### config.mk
export PLATFORM = sky130hd
export DESIGN_NAME = stage_ex_flat
export DESIGN_NICKNAME = d
export VERILOG_FILES = /design/src/rtl/stage_ex_pkg.sv /design/src/rtl/stage_ex_if.sv /design/src/rtl/stage_ex_md_unit.sv /design/src/rtl/stage_ex.sv /design/src/flat_wrapper.sv
export SDC_FILE = /design/constraint.sdc
export NUM_CORES = 2
export LEC_CHECK = 0
export CORE_ASPECT_RATIO = 0.7
export CORE_MARGIN = 4
export CORE_UTILIZATION = 29
export CTS_BUF_LIST = sky130_fd_sc_hd__clkbuf_8
export CTS_CLUSTER_SIZE = 40
export DETAILED_ROUTE_END_ITERATION = 6
export HOLD_SLACK_MARGIN = 0.12
export PLACE_DENSITY = 0.55
export SYNTH_ARGS = -nofsm -noshare
export SYNTH_HDL_FRONTEND = slang
export SYNTH_HIERARCHICAL = 1
export SYNTH_SLANG_ARGS = --single-unit
### constraint.sdc
create_clock -name clk_i -period 9.19 [get_ports clk_i]
set_input_delay 1.838 -clock clk_i [delete_from_list [all_inputs] [get_ports clk_i]]
set_output_delay 1.838 -clock clk_i [all_outputs]
set_load 0.01 [all_outputs]
### src/rtl/stage_ex_pkg.sv
// Shared types and constants for the execute stage: ALU/md opcodes, md FSM states,
// the ID/EX bundle and the ALU evaluation helper.
package ex_pkg;
  localparam logic [3:0] ALU_ADD   = 4'd0;
  localparam logic [3:0] ALU_SUB   = 4'd1;
  localparam logic [3:0] ALU_AND   = 4'd2;
  localparam logic [3:0] ALU_OR    = 4'd3;
  localparam logic [3:0] ALU_XOR   = 4'd4;
  localparam logic [3:0] ALU_NOR   = 4'd5;
  localparam logic [3:0] ALU_SLT   = 4'd6;
  localparam logic [3:0] ALU_SLTU  = 4'd7;
  localparam logic [3:0] ALU_SLL   = 4'd8;
  localparam logic [3:0] ALU_SRL   = 4'd9;
  localparam logic [3:0] ALU_SRA   = 4'd10;
  localparam logic [3:0] ALU_LUI   = 4'd11;
  localparam logic [3:0] ALU_PASSA = 4'd12;

  localparam logic [2:0] MD_NONE  = 3'd0;
  localparam logic [2:0] MD_MULTU = 3'd1;
  localparam logic [2:0] MD_DIVU  = 3'd2;
  localparam logic [2:0] MD_MFHI  = 3'd3;
  localparam logic [2:0] MD_MFLO  = 3'd4;

  typedef enum logic {
    MD_IDLE = 1'b0,
    MD_BUSY = 1'b1
  } md_state_e;

  typedef struct packed {
    logic        dmem_ena;
    logic        dmem_wena;
    logic [1:0]  dmem_type;
    logic [31:0] rs_data;
    logic [31:0] rt_data;
    logic [4:0]  rd_waddr;
    logic        rd_sel;
    logic        rd_wena;
    logic [31:0] immed;
    logic [31:0] shamt;
    logic        alu_a_sel;
    logic        alu_b_sel;
    logic [3:0]  alu_sel;
    logic [2:0]  md_op;
  } ex_in_t;

  // Any op that touches HI/LO or the md unit must wait while the md unit is busy.
  function automatic logic is_md_dep(input logic [2:0] op);
    return (op >= MD_MULTU) && (op <= MD_MFLO);
  endfunction

  function automatic logic [31:0] alu_eval(input logic [3:0] sel, input logic [31:0] a,
                                           input logic [31:0] b);
    logic [31:0] r;
    r = '0;
    case (sel)
      ALU_ADD:   r = a + b;
      ALU_SUB:   r = a - b;
      ALU_AND:   r = a & b;
      ALU_OR:    r = a | b;
      ALU_XOR:   r = a ^ b;
      ALU_NOR:   r = ~(a | b);
      ALU_SLT:   r = {31'd0, $signed(a) < $signed(b)};
      ALU_SLTU:  r = {31'd0, a < b};
      ALU_SLL:   r = b << a[4:0];
      ALU_SRL:   r = b >> a[4:0];
      ALU_SRA:   r = $unsigned($signed(b) >>> a[4:0]);
      ALU_LUI:   r = {b[15:0], 16'h0000};
      ALU_PASSA: r = a;
      default:   r = '0;
    endcase
    return r;
  endfunction
endpackage

### src/rtl/stage_ex_if.sv
// ID/EX input bundle and EX/MEM output bundle of the execute stage.
interface stage_ex_if;
  logic        dmem_ena_i, dmem_wena_i;
  logic [1:0]  dmem_type_i;
  logic [31:0] rs_data_i, rt_data_i;
  logic [4:0]  rd_waddr_i;
  logic        rd_sel_i, rd_wena_i;
  logic [31:0] immed_i, shamt_i;
  logic        alu_a_sel_i, alu_b_sel_i;
  logic [3:0]  alu_sel_i;
  logic [2:0]  md_op_i;
  logic        stall_o;
  logic        dmem_ena_o, dmem_wena_o;
  logic [1:0]  dmem_type_o;
  logic [31:0] alu_result_o, store_data_o;
  logic [4:0]  rd_waddr_o;
  logic        rd_sel_o, rd_wena_o;

  modport slave (
    input  dmem_ena_i, dmem_wena_i, dmem_type_i, rs_data_i, rt_data_i, rd_waddr_i,
           rd_sel_i, rd_wena_i, immed_i, shamt_i, alu_a_sel_i, alu_b_sel_i,
           alu_sel_i, md_op_i,
    output stall_o, dmem_ena_o, dmem_wena_o, dmem_type_o, alu_result_o,
           store_data_o, rd_waddr_o, rd_sel_o, rd_wena_o
  );

  modport master (
    output dmem_ena_i, dmem_wena_i, dmem_type_i, rs_data_i, rt_data_i, rd_waddr_i,
           rd_sel_i, rd_wena_i, immed_i, shamt_i, alu_a_sel_i, alu_b_sel_i,
           alu_sel_i, md_op_i,
    input  stall_o, dmem_ena_o, dmem_wena_o, dmem_type_o, alu_result_o,
           store_data_o, rd_waddr_o, rd_sel_o, rd_wena_o
  );
endinterface

### src/rtl/stage_ex_md_unit.sv
// Iterative unsigned multiply (shift-add) and restoring divide sharing one
// accumulator pair; HI/LO update only on the final iteration edge.
module md_unit
  import ex_pkg::*;
#(
  parameter int MD_CYCLES = 32
) (
  input  logic        clk_i,
  input  logic        rst_i,
  input  logic        start_i,
  input  logic        div_i,
  input  logic [31:0] a_i,
  input  logic [31:0] b_i,
  output logic        busy_o,
  output logic [31:0] hi_o,
  output logic [31:0] lo_o
);
  localparam int CW = $clog2(MD_CYCLES);

  md_state_e   r_state, w_state_next;
  logic [CW-1:0] r_count;
  logic        r_div;
  logic [31:0] r_acc_hi, r_acc_lo, r_opnd, r_hi, r_lo;
  logic [32:0] w_mul_sum, w_rem_sh, w_trial;
  logic [31:0] w_step_hi, w_step_lo;
  logic        w_last;

  assign w_last = (r_count == CW'(MD_CYCLES - 1));

  // Multiply: acc_hi accumulates partial products, acc_lo shifts the multiplier out.
  // Divide: acc_hi is the partial remainder, acc_lo shifts dividend out / quotient in.
  always_comb begin
    w_mul_sum = {1'b0, r_acc_hi} + (r_acc_lo[0] ? {1'b0, r_opnd} : 33'd0);
    w_rem_sh  = {r_acc_hi, r_acc_lo[31]};
    w_trial   = w_rem_sh - {1'b0, r_opnd};
    if (r_div) begin
      if (!w_trial[32]) begin
        w_step_hi = w_trial[31:0];
        w_step_lo = {r_acc_lo[30:0], 1'b1};
      end else begin
        w_step_hi = w_rem_sh[31:0];
        w_step_lo = {r_acc_lo[30:0], 1'b0};
      end
    end else begin
      w_step_hi = w_mul_sum[32:1];
      w_step_lo = {w_mul_sum[0], r_acc_lo[31:1]};
    end
  end

  always_ff @(posedge clk_i or posedge rst_i) begin
    if (rst_i) r_state <= MD_IDLE;
    else       r_state <= w_state_next;
  end

  always_comb begin
    w_state_next = r_state;
    case (r_state)
      MD_IDLE: if (start_i) w_state_next = MD_BUSY;
      MD_BUSY: if (w_last)  w_state_next = MD_IDLE;
      default: w_state_next = MD_IDLE;
    endcase
  end

  always_comb begin
    busy_o = (r_state == MD_BUSY);
    hi_o   = r_hi;
    lo_o   = r_lo;
  end

  always_ff @(posedge clk_i or posedge rst_i) begin
    if (rst_i) begin
      r_count  <= '0;
      r_div    <= 1'b0;
      r_acc_hi <= '0;
      r_acc_lo <= '0;
      r_opnd   <= '0;
      r_hi     <= '0;
      r_lo     <= '0;
    end else if (r_state == MD_IDLE) begin
      if (start_i) begin
        r_count  <= '0;
        r_div    <= div_i;
        r_acc_hi <= '0;
        r_acc_lo <= a_i;
        r_opnd   <= b_i;
      end
    end else begin
      r_acc_hi <= w_step_hi;
      r_acc_lo <= w_step_lo;
      r_count  <= w_last ? '0 : r_count + CW'(1);
      if (w_last) begin
        r_hi <= w_step_hi;
        r_lo <= w_step_lo;
      end
    end
  end
endmodule

### src/rtl/stage_ex.sv
// Execute stage: operand muxes, ALU, HI/LO reads, md unit and a one-entry slot
// that parks an HI/LO-dependent instruction while the md unit is busy.
module stage_ex
  import ex_pkg::*;
#(
  parameter int MD_CYCLES = 32
) (
  input  logic      clk_i,
  input  logic      rst_i,
  stage_ex_if.slave ex
);
  ex_in_t      w_in, w_sel, r_pend;
  logic        r_pend_valid;
  logic        w_busy, w_issue, w_dep_in, w_hold, w_md_start, w_md_op;
  logic [31:0] w_hi, w_lo, w_op_a, w_op_b, w_alu;

  always_comb begin
    w_in.dmem_ena  = ex.dmem_ena_i;
    w_in.dmem_wena = ex.dmem_wena_i;
    w_in.dmem_type = ex.dmem_type_i;
    w_in.rs_data   = ex.rs_data_i;
    w_in.rt_data   = ex.rt_data_i;
    w_in.rd_waddr  = ex.rd_waddr_i;
    w_in.rd_sel    = ex.rd_sel_i;
    w_in.rd_wena   = ex.rd_wena_i;
    w_in.immed     = ex.immed_i;
    w_in.shamt     = ex.shamt_i;
    w_in.alu_a_sel = ex.alu_a_sel_i;
    w_in.alu_b_sel = ex.alu_b_sel_i;
    w_in.alu_sel   = ex.alu_sel_i;
    w_in.md_op     = ex.md_op_i;
  end

  // The parked instruction takes the slot of the guaranteed bubble in the issue cycle.
  assign w_issue    = !w_busy && r_pend_valid;
  assign w_sel      = w_issue ? r_pend : w_in;
  assign w_dep_in   = is_md_dep(w_in.md_op);
  assign w_hold     = w_busy && w_dep_in;
  assign w_md_op    = (w_sel.md_op == MD_MULTU) || (w_sel.md_op == MD_DIVU);
  assign w_md_start = !w_busy && w_md_op;
  assign ex.stall_o = w_busy && (r_pend_valid || w_dep_in);

  always_ff @(posedge clk_i or posedge rst_i) begin
    if (rst_i) begin
      r_pend_valid <= 1'b0;
      r_pend       <= '0;
    end else if (w_hold && !r_pend_valid) begin
      r_pend_valid <= 1'b1;
      r_pend       <= w_in;
    end else if (w_issue) begin
      r_pend_valid <= 1'b0;
      r_pend       <= '0;
    end
  end

  assign w_op_a = w_sel.alu_a_sel ? w_sel.shamt : w_sel.rs_data;
  assign w_op_b = w_sel.alu_b_sel ? w_sel.immed : w_sel.rt_data;
  assign w_alu  = alu_eval(w_sel.alu_sel, w_op_a, w_op_b);

  md_unit #(.MD_CYCLES(MD_CYCLES)) u_md (
    .clk_i   (clk_i),
    .rst_i   (rst_i),
    .start_i (w_md_start),
    .div_i   (w_sel.md_op == MD_DIVU),
    .a_i     (w_sel.rs_data),
    .b_i     (w_sel.rt_data),
    .busy_o  (w_busy),
    .hi_o    (w_hi),
    .lo_o    (w_lo)
  );

  always_comb begin
    ex.dmem_ena_o   = w_sel.dmem_ena  && !w_md_op;
    ex.dmem_wena_o  = w_sel.dmem_wena && !w_md_op;
    ex.rd_wena_o    = w_sel.rd_wena   && !w_md_op;
    ex.dmem_type_o  = w_sel.dmem_type;
    ex.store_data_o = w_sel.rt_data;
    ex.rd_waddr_o   = w_sel.rd_waddr;
    ex.rd_sel_o     = w_sel.rd_sel;
    case (w_sel.md_op)
      MD_MFHI: ex.alu_result_o = w_hi;
      MD_MFLO: ex.alu_result_o = w_lo;
      default: ex.alu_result_o = w_alu;
    endcase
    if (w_hold) begin
      ex.dmem_ena_o   = 1'b0;
      ex.dmem_wena_o  = 1'b0;
      ex.rd_wena_o    = 1'b0;
      ex.dmem_type_o  = '0;
      ex.store_data_o = '0;
      ex.rd_waddr_o   = '0;
      ex.rd_sel_o     = 1'b0;
      ex.alu_result_o = '0;
    end
  end
endmodule

### src/flat_wrapper.sv
// flat-port wrapper written by rule: the top's interface ports become plain ports
module stage_ex_flat import ex_pkg::*;
#(
  parameter int MD_CYCLES = 32
)
  (clk_i, rst_i, ex_dmem_ena_i, ex_dmem_wena_i, ex_dmem_type_i, ex_rs_data_i, ex_rt_data_i, ex_rd_waddr_i, ex_rd_sel_i, ex_rd_wena_i, ex_immed_i, ex_shamt_i, ex_alu_a_sel_i, ex_alu_b_sel_i, ex_alu_sel_i, ex_md_op_i, ex_stall_o, ex_dmem_ena_o, ex_dmem_wena_o, ex_dmem_type_o, ex_alu_result_o, ex_store_data_o, ex_rd_waddr_o, ex_rd_sel_o, ex_rd_wena_o);
  stage_ex_if ex_i ();
  input  logic clk_i;
  input  logic rst_i;
  input wire logic [$bits(ex_i.dmem_ena_i)-1:0] ex_dmem_ena_i;
  input wire logic [$bits(ex_i.dmem_wena_i)-1:0] ex_dmem_wena_i;
  input wire logic [$bits(ex_i.dmem_type_i)-1:0] ex_dmem_type_i;
  input wire logic [$bits(ex_i.rs_data_i)-1:0] ex_rs_data_i;
  input wire logic [$bits(ex_i.rt_data_i)-1:0] ex_rt_data_i;
  input wire logic [$bits(ex_i.rd_waddr_i)-1:0] ex_rd_waddr_i;
  input wire logic [$bits(ex_i.rd_sel_i)-1:0] ex_rd_sel_i;
  input wire logic [$bits(ex_i.rd_wena_i)-1:0] ex_rd_wena_i;
  input wire logic [$bits(ex_i.immed_i)-1:0] ex_immed_i;
  input wire logic [$bits(ex_i.shamt_i)-1:0] ex_shamt_i;
  input wire logic [$bits(ex_i.alu_a_sel_i)-1:0] ex_alu_a_sel_i;
  input wire logic [$bits(ex_i.alu_b_sel_i)-1:0] ex_alu_b_sel_i;
  input wire logic [$bits(ex_i.alu_sel_i)-1:0] ex_alu_sel_i;
  input wire logic [$bits(ex_i.md_op_i)-1:0] ex_md_op_i;
  output wire logic [$bits(ex_i.stall_o)-1:0] ex_stall_o;
  output wire logic [$bits(ex_i.dmem_ena_o)-1:0] ex_dmem_ena_o;
  output wire logic [$bits(ex_i.dmem_wena_o)-1:0] ex_dmem_wena_o;
  output wire logic [$bits(ex_i.dmem_type_o)-1:0] ex_dmem_type_o;
  output wire logic [$bits(ex_i.alu_result_o)-1:0] ex_alu_result_o;
  output wire logic [$bits(ex_i.store_data_o)-1:0] ex_store_data_o;
  output wire logic [$bits(ex_i.rd_waddr_o)-1:0] ex_rd_waddr_o;
  output wire logic [$bits(ex_i.rd_sel_o)-1:0] ex_rd_sel_o;
  output wire logic [$bits(ex_i.rd_wena_o)-1:0] ex_rd_wena_o;
  assign ex_i.dmem_ena_i = ex_dmem_ena_i;
  assign ex_i.dmem_wena_i = ex_dmem_wena_i;
  assign ex_i.dmem_type_i = ex_dmem_type_i;
  assign ex_i.rs_data_i = ex_rs_data_i;
  assign ex_i.rt_data_i = ex_rt_data_i;
  assign ex_i.rd_waddr_i = ex_rd_waddr_i;
  assign ex_i.rd_sel_i = ex_rd_sel_i;
  assign ex_i.rd_wena_i = ex_rd_wena_i;
  assign ex_i.immed_i = ex_immed_i;
  assign ex_i.shamt_i = ex_shamt_i;
  assign ex_i.alu_a_sel_i = ex_alu_a_sel_i;
  assign ex_i.alu_b_sel_i = ex_alu_b_sel_i;
  assign ex_i.alu_sel_i = ex_alu_sel_i;
  assign ex_i.md_op_i = ex_md_op_i;
  assign ex_stall_o = ex_i.stall_o;
  assign ex_dmem_ena_o = ex_i.dmem_ena_o;
  assign ex_dmem_wena_o = ex_i.dmem_wena_o;
  assign ex_dmem_type_o = ex_i.dmem_type_o;
  assign ex_alu_result_o = ex_i.alu_result_o;
  assign ex_store_data_o = ex_i.store_data_o;
  assign ex_rd_waddr_o = ex_i.rd_waddr_o;
  assign ex_rd_sel_o = ex_i.rd_sel_o;
  assign ex_rd_wena_o = ex_i.rd_wena_o;
  stage_ex #(.MD_CYCLES(MD_CYCLES)) u_core (.clk_i(clk_i), .rst_i(rst_i), .ex(ex_i));
endmodule
; Yosys cells after proc, flatten, opt, wreduce, memory -nomap -nowiden
; Index checks and enable logic that the tools add are counted.
[totals]
regBits = 316
input_bits = 150
word_cells = 108
output_inout_bits = 76
[classes]
shift = 3
bitwise_logic = 5
eq_ne = 17
n_addsub = 5
order_cmp = 4
n_reduce_logical = 19
mux = 32
[ops]
columns = cell, n
row1 = $mux 148, 3
row2 = $pmux 32 s13, 1
row3 = $mux 32, 12
row4 = $lt 32x32->1, 2
row5 = $pmux 32 s2, 1
row6 = $add 32x32->33, 1
row7 = $sub 33x32->33, 1
row8 = $add 32x32->32, 1
row9 = $and 32x32->32, 1
row10 = $not 32->32, 1
row11 = $or 32x32->32, 1
row12 = $shl 32x5->32, 1
row13 = $shr 32x5->32, 1
row14 = $sshr 32x5->32, 1
row15 = $sub 32x32->32, 1
row16 = $xor 32x32->32, 1
row17 = $eq 4x4->1 const B, 5
row18 = $mux 5, 4
row19 = $eq 4x3->1 const B, 4
row20 = $logic_and 1x1->1, 9
row21 = $mux 1, 9
row22 = $eq 4x2->1 const B, 2
row23 = $eq 3x2->1 const B, 2
row24 = $add 5x1->5 const B, 1
row25 = 14 further kinds, 19

; Logic depth before layout (Yosys ltp)
[depth]
word_depth = 9
depth_mapped = 22
ltp_nobuf = 16

; Hierarchy
; Netlist, hierarchy kept.
[modules_own_cells]
columns = mod, n_inst, area_each_um2, cells_per_inst, seq_area_each_um2
row1 = stage_ex, 1, 19386.1, 2804, 3728.6
row2 = md_unit, 1, 11185.7, 1278, 4179.0

; Least setup slack after synthesis
; No wires, ideal clock.
[synth_timing]
kind = in2out
startpoint = input port ex_alu_a_sel_i
endpoint = output port ex_alu_result_o[28]
required_time_ps = 7352
path_buffers = 5
t_arrival_ps = 5447
path_stages = 19
setup_slack_ps = 1905
cell_sequence = mux2i_1 > mux2_1 > buf_6 > inv_2 > buf_6 > buf_4 > buf_4 > buf_2 > ha_1 > nor2b_1 > o2111ai_1 > nand3_1 > a41o_1 > a2111oi_0 > nor2_1 > a31oi_1 > xnor2_1 > nand2_1 > a31oi_1
[synth_between]
elab_chain_len = 7
elab_cells_between_ends = 14
cone_classes = 2 x add/sub / 3 x shift / 5 x mux / 4 x bitwise
[synth_rtl]
columns = element, line_no
row1 = start: declaration, flat_wrapper.sv:20  ; input wire logic [$bits(ex_i.alu_a_sel_i)-1:0] ex_alu_a_sel_i;
row2 = $mux 148 *, stage_ex.sv:36  ; assign w_sel = w_issue ? r_pend : w_in;
row3 = $mux 32 *, stage_ex.sv:56  ; assign w_op_a = w_sel.alu_a_sel ? w_sel.shamt : w_sel.rs_data;
row4 = "parallel branches: the longest is 2 deep, another holds $sub 32x32->32", --
row5 = $pmux 32 s13 *, stage_ex_pkg.sv:55  ; case (sel)
row6 = $pmux 32 s2 *, stage_ex.sv:80  ; case (w_sel.md_op)
row7 = $mux 32 *, stage_ex.sv:85  ; if (w_hold) begin
row8 = end: declaration, flat_wrapper.sv:28  ; output wire logic [$bits(ex_i.alu_result_o)-1:0] ex_alu_result_o;
; Mark *: on every way between the ends.

; Worst setup path after layout
[layout_timing]
startpoint = register u_core.r_pend_valid
endpoint = output port ex_alu_result_o[25]
[layout_between]
elab_chain_len = 8
elab_cells_between_ends = 31
cone_classes = 2 x add/sub / 14 x eq/ne / 3 x shift / 6 x mux / 4 x bitwise / 2 x reduce/logical
[layout_rtl]
columns = element, line_no
row1 = start: declaration, stage_ex.sv:13  ; logic r_pend_valid;
row2 = start signal: assignment, stage_ex.sv:45  ; r_pend_valid <= 1'b0;
row3 = start signal: assignment, stage_ex.sv:48  ; r_pend_valid <= 1'b1;
row4 = start signal: assignment, stage_ex.sv:51  ; r_pend_valid <= 1'b0;
row5 = $logic_and 1x1->1 *, stage_ex.sv:35  ; assign w_issue = !w_busy && r_pend_valid;
row6 = $mux 148 *, stage_ex.sv:36
row7 = "parallel branches: the longest is 4 deep, another holds $sub 32x32->32", --
row8 = $pmux 32 s2 *, stage_ex.sv:80
row9 = $mux 32 *, stage_ex.sv:85
; Marks and branches as above.

==> run_results.csv <==
group,metric,value,unit
clock_network,htreeDepth,2,
clock_network,cts.clk_slew.worst_paths,0.06,ns
floorplan,core-area,0.104,mm²
floorplan,pin_count,226,
timing,setup_viol,0,
route,wl_per_cell,26.6,µm
synthesis,yosys.area.top_type,"dfrtp_1",
final_layout,n_fill_cell,11154,
critical_path,r2r_start,"u_core/r_pend_valid",
timing,setup_ws,0.272,ns
route,vias_per_cell,5.72,
final_layout,post-route-util,34.4,%
clock_network,hold_buffers,0,
synthesis,synth_cell_types,104,
timing,worst_pin_slew,1.28,ns
clock_network,clock_latency,0.71,ns
timing,rsz0062_at_grt,"true",
clock_network,cts_tree,"done",
critical_path,crit_fanout,63,
route,drc_errors,0,
power,ir_drop,161,µV
synthesis,syn_inst,4082,
synthesis,ys_top_cells_by_count,"nand2_1, o21ai_0, a21oi_1",
timing,hold_slack,0.482,ns
route,wirelength,152000,µm
power,powerDensity,446,mW/mm²
power,p_total,16.0,mW
global_routing,track_usage,26.3,%
status,outcome,"finished, final reports clean",
timing,slew_viol_final,0,
global_routing,grt_pass1_wl,217000,µm
critical_path,cp.required,7.35,ns
final_layout,drive_above_1_share,9.82,%
global_routing,grt_pass1_vias,30150,
critical_path,cp.arrival,7.08,ns
global_routing,antenna_found_initial,12,
final_layout,regArea,0.00792,mm²
floorplan,initial_core_util,29.3,%
route,ant_nets,0,
synthesis,syn_area,0.0306,mm²
synthesis,synth.avg_cell_area,7.49,µm²
run,maxCapViolCount,0,
critical_path,worst_setup_path_start_kind,"flip-flop",
clock_network,clockRootBuffer,"clkbuf_8",
synthesis,syn_nets,4412,
synthesis,synth_area_leaders,"dfrtp_1, nand2_1, mux2i_1, ha_1, o21ai_0",
critical_path,setup.worst_path.end_class,"output pin",
floorplan,rows,99,
synthesis,synth_seq_cells,316,
worst_hold_path,min-delay-start,"u_core/u_md/lo_o[26]",
timing,final_hold_viol_count,0,
global_routing,globalRouteOverflowTotal,0,
clock_network,cts.sinks,316,
power,power_leakage,15.4,nW
timing,skew,0.0635,ns
timing,slew_headroom,14.4,%
synthesis,synth_edf_count,0,
synthesis,yosysWarningCount,6,
route,vias,32699,
route,firstDrtPassIters,6,
final_layout,areaGrowthSynthToFinish,17.6,%
timing,period_needed,8.92,ns
synthesis,yosysTopAreaCellShare,25.9,%
place,place_congestion,1.07,
floorplan,die_y,280,µm
place,port_buffers,225,
place,dp_slack,-0.0515,ns
critical_path,crit_start,"u_core/r_pend_valid",
final_layout,fin_nets,4584,
timing,period_share,97.0,%
route,drt_iter0_drc,4154,
final_layout,multiInputGateArea,0.0208,mm²
clock_network,post_cts.repair.setup_buffers,0,
critical_path,path_class,"reg -> out",
synthesis,ys_seq_area_share,25.9,%
synthesis,synth.most_common_cell,"nand2_1",
timing,max_freq,112,MHz
floorplan,chipWidth,396,µm
clock_network,cts_buffer_depth,3,
global_routing,grt_max_degree,103,
worst_hold_path,hold_path.class,"reg -> reg",
synthesis,yosys_most_used_dff,"dfrtp_1",
clock_network,cts_made_buffers,56,
synthesis,async_flop_share,100,%
place,place_hpwl,121000,µm
floorplan,dieArea,0.111,mm²
==> per-layer routing <==
layer | global-route usage (%) | part of all wire (%) | vias up
li1 | - | - | 14906
met3 | 8.02 | 12 | 214
met1 | 40.3 | 47 | 15847
met2 | 35.3 | 38 | 1724
met5 | 0 | 0.041 | -
met4 | 6.11 | 2.6 | 8
==> critical path, stage by stage, from the launching register on <==
cell and delay [ns]:
dfrtp_1 0.85, nand2b_4 0.62, buf_12 0.41, a31oi_1 0.89
nor2_1 0.44, nand2_1 0.22, nor2_1 0.13, a2111oi_0 1.06
buf_4 0.25, o2111ai_1 0.21, a221oi_1 0.30, buf_4 0.19
nor3_1 0.06, buf_4 0.20, clkdlybuf4s50_1 0.47
==> power breakdown <==
group / switching, mW / internal [mW] / total (mW)
combinational: 7.96 / 4.28 / 12.2
clock: 0.666 / 0.707 / 1.37
sequential: 0.478 / 1.93 / 2.41
==> layout make-up <==
class	instances	area share, %
tap	1414	4.92
multi-input combinational	3310	57.8
sequential	316	22.0
clock inverter	30	0.431
inverter	165	1.76
antenna	1	0.00696
timing repair buffer	405	10.3
clock buffer	72	2.76
==> timing repair <==
action                                  CTS  global route
gates resized for setup                   1            10
cloned                                    1             0
endpoints found under the setup margin    1             4
endpoints found under the hold margin     0             0
==> path summary, 6_finish.rpt <==
check                           slack (ns)                endpoint  depth (start not counted)
worst max-delay path                  0.27     ex_alu_result_o[25]                         14
worst min-delay path                  0.48    u_core/u_md/lo_o[26]                          2
worst max register to register        3.60  u_core/u_md/r_opnd[30]                         11
worst min register to register        0.48    u_core/u_md/lo_o[26]                          2
max in group asynchronous             5.82       u_core/r_pend[24]                          3
min in group asynchronous             1.73  u_core/u_md/r_opnd[12]                          2
==> registers in the layout, summed over array words and instances, names as in the netlist <==
signal and count:
u_core/u_md/r_acc_hi 32, u_core/u_md/busy_o 1, u_core/r_pend_valid 1, u_core/u_md/r_count 5, u_core/u_md/lo_o 32, u_core/u_md/hi_o 32
u_core/u_md/r_div 1, u_core/u_md/r_acc_lo 32, u_core/r_pend 148, u_core/u_md/r_opnd 32
==> metrics by stage <==
step,setup TNS [ns],instances,cell area (µm²)
5_1_grt,-0.00408,5712,36000
3_5_place_dp,-0.0515,5609,34800
4_1_cts,0,5712,35900
2_1_floorplan,0,4082,30600
3_3_place_gp,-0.0378,5609,34800
6_report,0,5713,36000
==> layout by cell type, fill, tap and decap left out, types with 24 or more instances in the layout <==
cell             Yosys  layout
nor2_1             255     250
xnor2_1             48      48
nor2b_1             52      52
buf_4               18     172
a21o_1              50      50
ha_1               176     176
xor2_1              30      30
and2_1              41      40
a21oi_1            324     321
nand2_1            846     845
inv_1              148     163
clkbuf_8             0      72
clkdlybuf4s50_1      0     224
nand3_1             54      54
a211oi_1            98      97
and3_1              24      24
o21ai_0            393     390
dfrtp_1            316     313
a221oi_1            56      56
o21ai_1             21      24
nor3_1              62      59
mux2_2              46      47
o211ai_1            53      53
a31oi_1             39      39
mux2i_1            241     241
==> logic make-up (layout without fill, tap and decap cells) <==
group	count (synthesis)	in the layout	synth area share, %
buffers and inverters	457	672	6.47
other	0	1	0
AND/OR/NAND/NOR	1451	1452	20.4
multiplexers	312	312	10.9
AO/OA/AOI/OAI	1287	1287	26.6
XOR/XNOR	79	79	2.32
flip-flops	316	316	25.9
adder cells (fa/ha/maj)	180	180	7.47
(Power assumes the default switching activity.)
